===== config.mk =====
export PLATFORM = sky130hd
export DESIGN_NAME = axi_wr_burst_ctrl
export DESIGN_NICKNAME = d
export VERILOG_FILES = /design/src/rtl/axi_pkg.sv /design/src/rtl/axi_burst_addr_gen.sv /design/src/rtl/axi_wr_burst_ctrl.sv
export SDC_FILE = /design/constraint.sdc
export NUM_CORES = 1
export LEC_CHECK = 0
export CAP_MARGIN = 20
export CELL_PAD_IN_SITES_DETAIL_PLACEMENT = 1
export CELL_PAD_IN_SITES_GLOBAL_PLACEMENT = 2
export CORE_MARGIN = 1.5
export CORE_UTILIZATION = 30
export CTS_BUF_LIST = sky130_fd_sc_hd__clkbuf_16
export DETAILED_ROUTE_END_ITERATION = 7
export PLACE_DENSITY = 0.92
export SYNTH_ARGS = -nofsm -noshare
export SYNTH_HDL_FRONTEND = slang
export SYNTH_HIERARCHICAL = 1
export SYNTH_SLANG_ARGS = --single-unit

===== constraint.sdc =====
create_clock -name ACLK -period 7.29 [get_ports ACLK]
set_input_delay 1.458 -clock ACLK [delete_from_list [all_inputs] [get_ports ACLK]]
set_output_delay 1.458 -clock ACLK [all_outputs]
set_load 0.05 [all_outputs]

===== src/rtl/axi_pkg.sv =====
// Shared AXI write-side types: burst encodings, response codes, controller states.
package axi_pkg;

    typedef enum logic [1:0] {
        SINGLE = 2'b00,
        INCR   = 2'b01,
        WRAP4  = 2'b10,
        INCR4  = 2'b11
    } burst_t;

    typedef enum logic [1:0] {
        OKAY   = 2'b00,
        SLVERR = 2'b10,
        DECERR = 2'b11
    } resp_t;

    typedef enum logic [1:0] {
        IDLE,
        DATA,
        RESP
    } wr_state_t;

    // Number of beats a burst carries; AWLEN only matters for INCR.
    function automatic logic [4:0] burst_beats(input burst_t burst, input logic [3:0] len);
        logic [4:0] n;
        case (burst)
            SINGLE:  n = 5'd1;
            INCR:    n = {1'b0, len} + 5'd1;
            default: n = 5'd4;
        endcase
        return n;
    endfunction

endpackage


===== src/rtl/axi_burst_addr_gen.sv =====
// Next-beat address generator shared by the read and write burst controllers.
module axi_burst_addr_gen
    import axi_pkg::*;
#(
    parameter int unsigned ADDR_W = 32
) (
    input  logic [ADDR_W-1:0] addr,
    input  logic [2:0]        size,
    input  burst_t            burst,
    output logic [ADDR_W-1:0] next_addr
);

    logic [ADDR_W-1:0] step;
    logic [ADDR_W-1:0] wrap_mask;
    logic [ADDR_W-1:0] incr_addr;

    // Step by 2^size; WRAP4 keeps the upper bits of a 4-beat aligned window.
    always_comb begin
        step      = ADDR_W'(1) << size;
        wrap_mask = (step << 2) - ADDR_W'(1);
        incr_addr = addr + step;
        case (burst)
            SINGLE:  next_addr = addr;
            WRAP4:   next_addr = (addr & ~wrap_mask) | (incr_addr & wrap_mask);
            default: next_addr = incr_addr;
        endcase
    end

endmodule


===== src/rtl/axi_wr_burst_ctrl.sv =====
// AXI slave write controller: one burst at a time, AW -> W beats -> B response,
// with beats steered onto a registered byte-strobed memory write port.
module axi_wr_burst_ctrl
    import axi_pkg::*;
#(
    parameter int unsigned       ADDR_W    = 32,
    parameter int unsigned       DATA_W    = 32,
    parameter int unsigned       ID_W      = 8,
    parameter logic [ADDR_W-1:0] MEM_BASE  = '0,
    parameter int unsigned       MEM_BYTES = 4096
) (
    input  logic                ACLK,
    input  logic                ARESETn,
    input  logic                AWVALID,
    output logic                AWREADY,
    input  logic [ID_W-1:0]     AWID,
    input  logic [ADDR_W-1:0]   AWADDR,
    input  logic [3:0]          AWLEN,
    input  logic [2:0]          AWSIZE,
    input  logic [1:0]          AWBURST,
    input  logic                WVALID,
    output logic                WREADY,
    input  logic [ID_W-1:0]     WID,
    input  logic [DATA_W-1:0]   WDATA,
    input  logic [DATA_W/8-1:0] WSTRB,
    input  logic                WLAST,
    output logic                BVALID,
    input  logic                BREADY,
    output logic [ID_W-1:0]     BID,
    output logic [1:0]          BRESP,
    output logic                mem_we,
    output logic [ADDR_W-1:0]   mem_addr,
    output logic [DATA_W-1:0]   mem_wdata,
    output logic [DATA_W/8-1:0] mem_wstrb
);

    localparam int unsigned STRB_W   = DATA_W / 8;
    localparam logic [2:0]  MAX_SIZE = 3'($clog2(STRB_W));

    wr_state_t           state_q,     state_d;
    logic                awready_q,   awready_d;
    logic                wready_q,    wready_d;
    logic                bvalid_q,    bvalid_d;
    logic [ID_W-1:0]     bid_q,       bid_d;
    resp_t               bresp_q,     bresp_d;
    logic [ID_W-1:0]     id_q,        id_d;
    logic [ADDR_W-1:0]   addr_q,      addr_d;
    logic [2:0]          size_q,      size_d;
    burst_t              burst_q,     burst_d;
    logic [4:0]          beats_q,     beats_d;
    logic                dec_err_q,   dec_err_d;
    logic                slv_err_q,   slv_err_d;
    logic                mem_we_q,    mem_we_d;
    logic [ADDR_W-1:0]   mem_addr_q,  mem_addr_d;
    logic [DATA_W-1:0]   mem_wdata_q, mem_wdata_d;
    logic [STRB_W-1:0]   mem_wstrb_q, mem_wstrb_d;

    logic [ADDR_W-1:0]   next_addr;
    logic                last_pos;
    logic                dec_now;
    logic                slv_now;

    function automatic logic in_window(input logic [ADDR_W-1:0] a);
        logic [ADDR_W-1:0] off;
        off = a - MEM_BASE;
        return (a >= MEM_BASE) && (off < ADDR_W'(MEM_BYTES));
    endfunction

    axi_burst_addr_gen #(
        .ADDR_W (ADDR_W)
    ) u_addr_gen (
        .addr      (addr_q),
        .size      (size_q),
        .burst     (burst_q),
        .next_addr (next_addr)
    );

    // Next-state logic for the burst sequencer, error flags and memory port.
    always_comb begin
        state_d     = state_q;
        awready_d   = awready_q;
        wready_d    = wready_q;
        bvalid_d    = bvalid_q;
        bid_d       = bid_q;
        bresp_d     = bresp_q;
        id_d        = id_q;
        addr_d      = addr_q;
        size_d      = size_q;
        burst_d     = burst_q;
        beats_d     = beats_q;
        dec_err_d   = dec_err_q;
        slv_err_d   = slv_err_q;
        mem_we_d    = 1'b0;
        mem_addr_d  = mem_addr_q;
        mem_wdata_d = mem_wdata_q;
        mem_wstrb_d = mem_wstrb_q;
        last_pos    = (beats_q == 5'd1);
        // Errors seen on the current beat count immediately, so the beat
        // that raises a flag is itself kept off the memory port.
        dec_now     = dec_err_q || !in_window(addr_q);
        slv_now     = slv_err_q || (WID != id_q) || (WLAST != last_pos);

        case (state_q)
            IDLE: begin
                awready_d = 1'b1;
                if (AWVALID && awready_q) begin
                    id_d      = AWID;
                    addr_d    = AWADDR;
                    size_d    = AWSIZE;
                    burst_d   = burst_t'(AWBURST);
                    beats_d   = burst_beats(burst_t'(AWBURST), AWLEN);
                    dec_err_d = !in_window(AWADDR);
                    slv_err_d = (AWSIZE > MAX_SIZE);
                    awready_d = 1'b0;
                    wready_d  = 1'b1;
                    state_d   = DATA;
                end
            end
            DATA: begin
                if (WVALID && wready_q) begin
                    dec_err_d   = dec_now;
                    slv_err_d   = slv_now;
                    mem_we_d    = !(dec_now || slv_now);
                    mem_addr_d  = addr_q - MEM_BASE;
                    mem_wdata_d = WDATA;
                    mem_wstrb_d = WSTRB;
                    addr_d      = next_addr;
                    beats_d     = beats_q - 5'd1;
                    if (WLAST || last_pos) begin
                        wready_d = 1'b0;
                        bvalid_d = 1'b1;
                        bid_d    = id_q;
                        bresp_d  = dec_now ? DECERR : (slv_now ? SLVERR : OKAY);
                        state_d  = RESP;
                    end
                end
            end
            RESP: begin
                if (BREADY) begin
                    bvalid_d  = 1'b0;
                    awready_d = 1'b1;
                    state_d   = IDLE;
                end
            end
            default: begin
                awready_d = 1'b0;
                wready_d  = 1'b0;
                bvalid_d  = 1'b0;
                state_d   = IDLE;
            end
        endcase
    end

    // State and registered outputs; async reset abandons any burst in flight.
    always_ff @(posedge ACLK or negedge ARESETn) begin
        if (!ARESETn) begin
            state_q     <= IDLE;
            awready_q   <= 1'b0;
            wready_q    <= 1'b0;
            bvalid_q    <= 1'b0;
            bid_q       <= '0;
            bresp_q     <= OKAY;
            id_q        <= '0;
            addr_q      <= '0;
            size_q      <= '0;
            burst_q     <= SINGLE;
            beats_q     <= '0;
            dec_err_q   <= 1'b0;
            slv_err_q   <= 1'b0;
            mem_we_q    <= 1'b0;
            mem_addr_q  <= '0;
            mem_wdata_q <= '0;
            mem_wstrb_q <= '0;
        end else begin
            state_q     <= state_d;
            awready_q   <= awready_d;
            wready_q    <= wready_d;
            bvalid_q    <= bvalid_d;
            bid_q       <= bid_d;
            bresp_q     <= bresp_d;
            id_q        <= id_d;
            addr_q      <= addr_d;
            size_q      <= size_d;
            burst_q     <= burst_d;
            beats_q     <= beats_d;
            dec_err_q   <= dec_err_d;
            slv_err_q   <= slv_err_d;
            mem_we_q    <= mem_we_d;
            mem_addr_q  <= mem_addr_d;
            mem_wdata_q <= mem_wdata_d;
            mem_wstrb_q <= mem_wstrb_d;
        end
    end

    assign AWREADY   = awready_q;
    assign WREADY    = wready_q;
    assign BVALID    = bvalid_q;
    assign BID       = bid_q;
    assign BRESP     = bresp_q;
    assign mem_we    = mem_we_q;
    assign mem_addr  = mem_addr_q;
    assign mem_wdata = mem_wdata_q;
    assign mem_wstrb = mem_wstrb_q;

endmodule

==> run_results.csv <==
group,metric,value,unit
yosys,synth.avg_cell_area,8.70,µm²
timing,fmax,264,MHz
timing,period_share,0.519,
power,internal_power_consumption,2.51,mW
yosys,synth_cell_type_count,59,
timing,layout_min_cycle_time,3780,ps
floorplanning,io_pins,181,
timing,final_hold_vio_count,0,
clock_network,tritoncts,"yes",
timing,worstMarginPinSlew,1070,ps
power,vdd_ir_drop_max,0.000229,V
power,power_density,506,nW/µm²
power,power,4.89,mW
yosys,share_of_synthesized_registers_carrying_an_async_set_or_reset,1.00,
yosys,synth_most_common_cell,"sky130_fd_sc_hd__nand2_1",
route,routed_wl,20900,µm
yosys,synth_enable_flop_cells,0,
clock_network,cts-htree-levels,4,
power,seqPwrFrac,0.308,
route,postRouteAntennaNets,0,
yosys,synthesized_area,7080,µm²
cells_and_area,postLayoutCellArea,9660,µm²
cells_and_area,final_layout_size_suffix_gt1_frac,0.0722,
yosys,synth_common_cells,"sky130_fd_sc_hd__nand2_1, sky130_fd_sc_hd__dfrtp_1, sky130_fd_sc_hd__nor2_1, sky130_fd_sc_hd__a31oi_1, sky130_fd_sc_hd__xnor2_1",
route,via_per_inst,4.80,
power,switching_share,0.487,
setup_path,worst_ep_arrival_time,4120,ps
status,outcome,"completed",
global_route,grt_max_degree,71,
floorplanning,fp.dieW,157,µm
setup_path,timing.critical_path.fanout_max,21,
global_route,number_of_antenna_violations_at_the_first_check_in_global_routing,0,
timing,setup_viol,0,
route,wl_per_cell,16.0,µm
yosys,yosys_register_bits,136,
floorplanning,core.rowCount,56,
power,power.share.combinational,0.517,
route,drt-initial-drc-count,279,
clock_network,cts_root_buffer,"sky130_fd_sc_hd__clkbuf_16",
setup_path,timing.setup.critical_path_class,"reg2reg",
setup_path,worst_setup_path_start_kind,"flip-flop",
clock_network,cts_post_setup_buffers_inserted,0,
yosys,synth_top_cells_by_area,"sky130_fd_sc_hd__dfrtp_1, sky130_fd_sc_hd__nand2_1, sky130_fd_sc_hd__mux2_2, sky130_fd_sc_hd__a31oi_1, sky130_fd_sc_hd__xnor2_1",
timing,relSlewSlack,0.285,
yosys,largest_area_contributor_in_the_netlist,"sky130_fd_sc_hd__dfrtp_1",
yosys,synth_warnings,6,
route,top_signal_layer_used,"met4",
yosys,seq_area_frac_synth,0.481,
floorplanning,placeableCoreArea,23300,µm²
route,via_count,6252,
yosys,synth_nets,924,
floorplanning,chipHeight,157,µm
route,wl_met3,1050,µm
clock_network,clk-insertion-delay-late,430,ps
clock_network,max-clock-path-buffers,2,
clock_network,clock-sinks,136,
place,pre_cts_ws,3190,ps
power,power.share.clock,0.175,
global_route,grt_pass1_vias,6447,
route,wl_met2,9890,µm
floorplanning,dieArea,24500,µm²
yosys,syn-instance-count,814,
cells_and_area,syn2layout_area_growth,36.5,%
clock_network,worst_setup_hold_path_clk_slew,70,ps
place,dp_hpwl,14400,µm
power,power.net_switching,2.38,mW
job,max_cap_violations,0,
cells_and_area,finalNetCount,1081,
power,power_leakage,4.25,nW
route,met1Wirelength,9740,µm
place,port_buffers,180,
setup_path,setup_crit_end_kind,"flip-flop",
route,route.detailed.drc,0,
route,drt_pass1_iterations,4,
clock_network,cts_hold_buf,0,
global_route,global_route.overflow_total,0,
place,weighted_congestion_reported_at_the_end_of_routability_driven_placement,0.744,
timing,tns_setup,0,ps
yosys,yosys_most_used_dff,"sky130_fd_sc_hd__dfrtp_1",
cells_and_area,antenna_cells_inserted,0,
place,placed_area,9090,µm²
timing,maxSlewViolCount,0,
timing,final.setup.worst_slack,3510,ps
clock_network,cts_resized,0,
clock_network,cts_inserted_buffers,17,
global_route,grt_first_pass_wirelength,33900,µm
timing,setup_repair_after_global_routing_missed_its_margin,"false",
timing,worst_clock_skew,14.0,ps
yosys,post-synth-top-area-fraction,0.481,
worst_hold_path,min-delay-path-class,"reg2reg",
setup_path,cp.required,7630,ps
floorplanning,start_util,0.303,
global_route,globalRouteTotalUtil,0.177,
registers in the layout, summed over array words and instances (netlist names):
name / cells
mem_we: 1
WREADY: 1
mem_wstrb: 4
beats_q: 5
addr_q: 32
slv_err_q: 1
AWREADY: 1
BID: 8
BRESP: 2
dec_err_q: 1
id_q: 8
burst_q: 2
mem_addr: 32
BVALID: 1
mem_wdata: 32
size_q: 3
state_q: 2
metrics by stage:
step	instances	hold WS (ps)	utilization
after floorplan	814	451	-
after global placement	1271	456	0.389
after detailed placement	1271	461	0.389
after CTS	1303	477	0.414
after global routing	1303	500	0.414
final	1303	470	0.414
worst max-delay path: stages, from the launching register on:
cell                       delay, ps
sky130_fd_sc_hd__dfrtp_1         600
sky130_fd_sc_hd__or3_1           510
sky130_fd_sc_hd__inv_1            80
sky130_fd_sc_hd__ha_1            180
sky130_fd_sc_hd__fa_1            290
sky130_fd_sc_hd__a21o_1          170
sky130_fd_sc_hd__a22oi_1         120
sky130_fd_sc_hd__a311oi_2        390
sky130_fd_sc_hd__a41oi_2         430
sky130_fd_sc_hd__nor4b_1         480
sky130_fd_sc_hd__xor2_1          190
sky130_fd_sc_hd__nand2_1          60
sky130_fd_sc_hd__a31oi_1         190
power groups by stage:
stage          logic, mW  registers [mW]  clock network, mW
2_1_floorplan       1.18            2.09                  0
3_3_place_gp        2.49            1.51                  0
3_5_place_dp        2.55            1.52                  0
4_1_cts             2.56            1.51              0.882
5_1_grt             2.76            1.57              0.913
6_report            2.53            1.50              0.855
area by class of cell:
type | count | area [µm²]
fill | 2698 | 13700
clock inverter | 15 | 150
multi-input combinational | 617 | 3390
sequential | 136 | 3400
tap | 319 | 399
clock buffer | 17 | 425
timing repair buffer | 186 | 1850
inverter | 13 | 48.8
cell usage in the layout (no fill, tap or decap), types with 2 or more instances in the layout:
| cell type | instances |
|---|---|
| sky130_fd_sc_hd__nor2_1 | 52 |
| sky130_fd_sc_hd__xor2_1 | 17 |
| sky130_fd_sc_hd__a221oi_1 | 2 |
| sky130_fd_sc_hd__inv_6 | 6 |
| sky130_fd_sc_hd__and3_1 | 9 |
| sky130_fd_sc_hd__o2111ai_1 | 5 |
| sky130_fd_sc_hd__inv_8 | 5 |
| sky130_fd_sc_hd__and3b_1 | 4 |
| sky130_fd_sc_hd__o211ai_1 | 2 |
| sky130_fd_sc_hd__clkdlybuf4s50_1 | 179 |
| sky130_fd_sc_hd__nor3_1 | 14 |
| sky130_fd_sc_hd__nand2_1 | 287 |
| sky130_fd_sc_hd__dfrtp_1 | 136 |
| sky130_fd_sc_hd__ha_1 | 10 |
| sky130_fd_sc_hd__or3_1 | 4 |
| sky130_fd_sc_hd__a21o_1 | 5 |
| sky130_fd_sc_hd__xnor2_1 | 26 |
| sky130_fd_sc_hd__nor4_1 | 14 |
| sky130_fd_sc_hd__a41oi_1 | 2 |
| sky130_fd_sc_hd__o21ai_1 | 2 |
| sky130_fd_sc_hd__mux2_2 | 23 |
| sky130_fd_sc_hd__clkbuf_16 | 17 |
| sky130_fd_sc_hd__o22ai_1 | 2 |
| sky130_fd_sc_hd__nand4_1 | 2 |
| sky130_fd_sc_hd__nor2b_1 | 4 |
| sky130_fd_sc_hd__clkinv_4 | 2 |
| sky130_fd_sc_hd__buf_4 | 6 |
| sky130_fd_sc_hd__o21ai_0 | 19 |
| sky130_fd_sc_hd__nand3_1 | 14 |
| sky130_fd_sc_hd__and2_1 | 5 |
| sky130_fd_sc_hd__inv_1 | 13 |
| sky130_fd_sc_hd__a21oi_1 | 18 |
| sky130_fd_sc_hd__nor4b_1 | 2 |
| sky130_fd_sc_hd__a211oi_1 | 3 |
| sky130_fd_sc_hd__a31oi_1 | 37 |
| sky130_fd_sc_hd__nor3b_1 | 4 |
| sky130_fd_sc_hd__o21a_1 | 4 |
layer usage:
metal	GRT usage	vias to the layer above
li1	-	3062
met1	0.234	3035
met2	0.295	142
met3	0.0354	13
met4	0.0449	0
met5	0	-
path summary, 6_finish.rpt:
path,startpoint,to,slack (ps),depth (start not counted)
min in group asynchronous,ARESETn,mem_wstrb[3],1050,1
max in group asynchronous,ARESETn,addr_q[12],4870,2
hold / removal,mem_wdata[4],mem_wdata[4],470,2
hold reg to reg,mem_wdata[4],mem_wdata[4],470,2
setup reg to reg,size_q[1],addr_q[14],3510,12
setup / recovery,size_q[1],addr_q[14],3510,12
cells by family (layout without fill, tap and decap cells):
kind of cell,after synthesis,in the layout,share of synthesized area
AO/OA/AOI/OAI,114,114,0.107
XOR/XNOR,43,43,0.0532
adder cells (fa/ha/maj),12,12,0.0219
buffers and inverters,61,231,0.0444
flip-flops,136,136,0.481
multiplexers,23,23,0.0366
AND/OR/NAND/NOR,425,425,0.256
No activity file was read; power rests on OpenSTA's default activity.
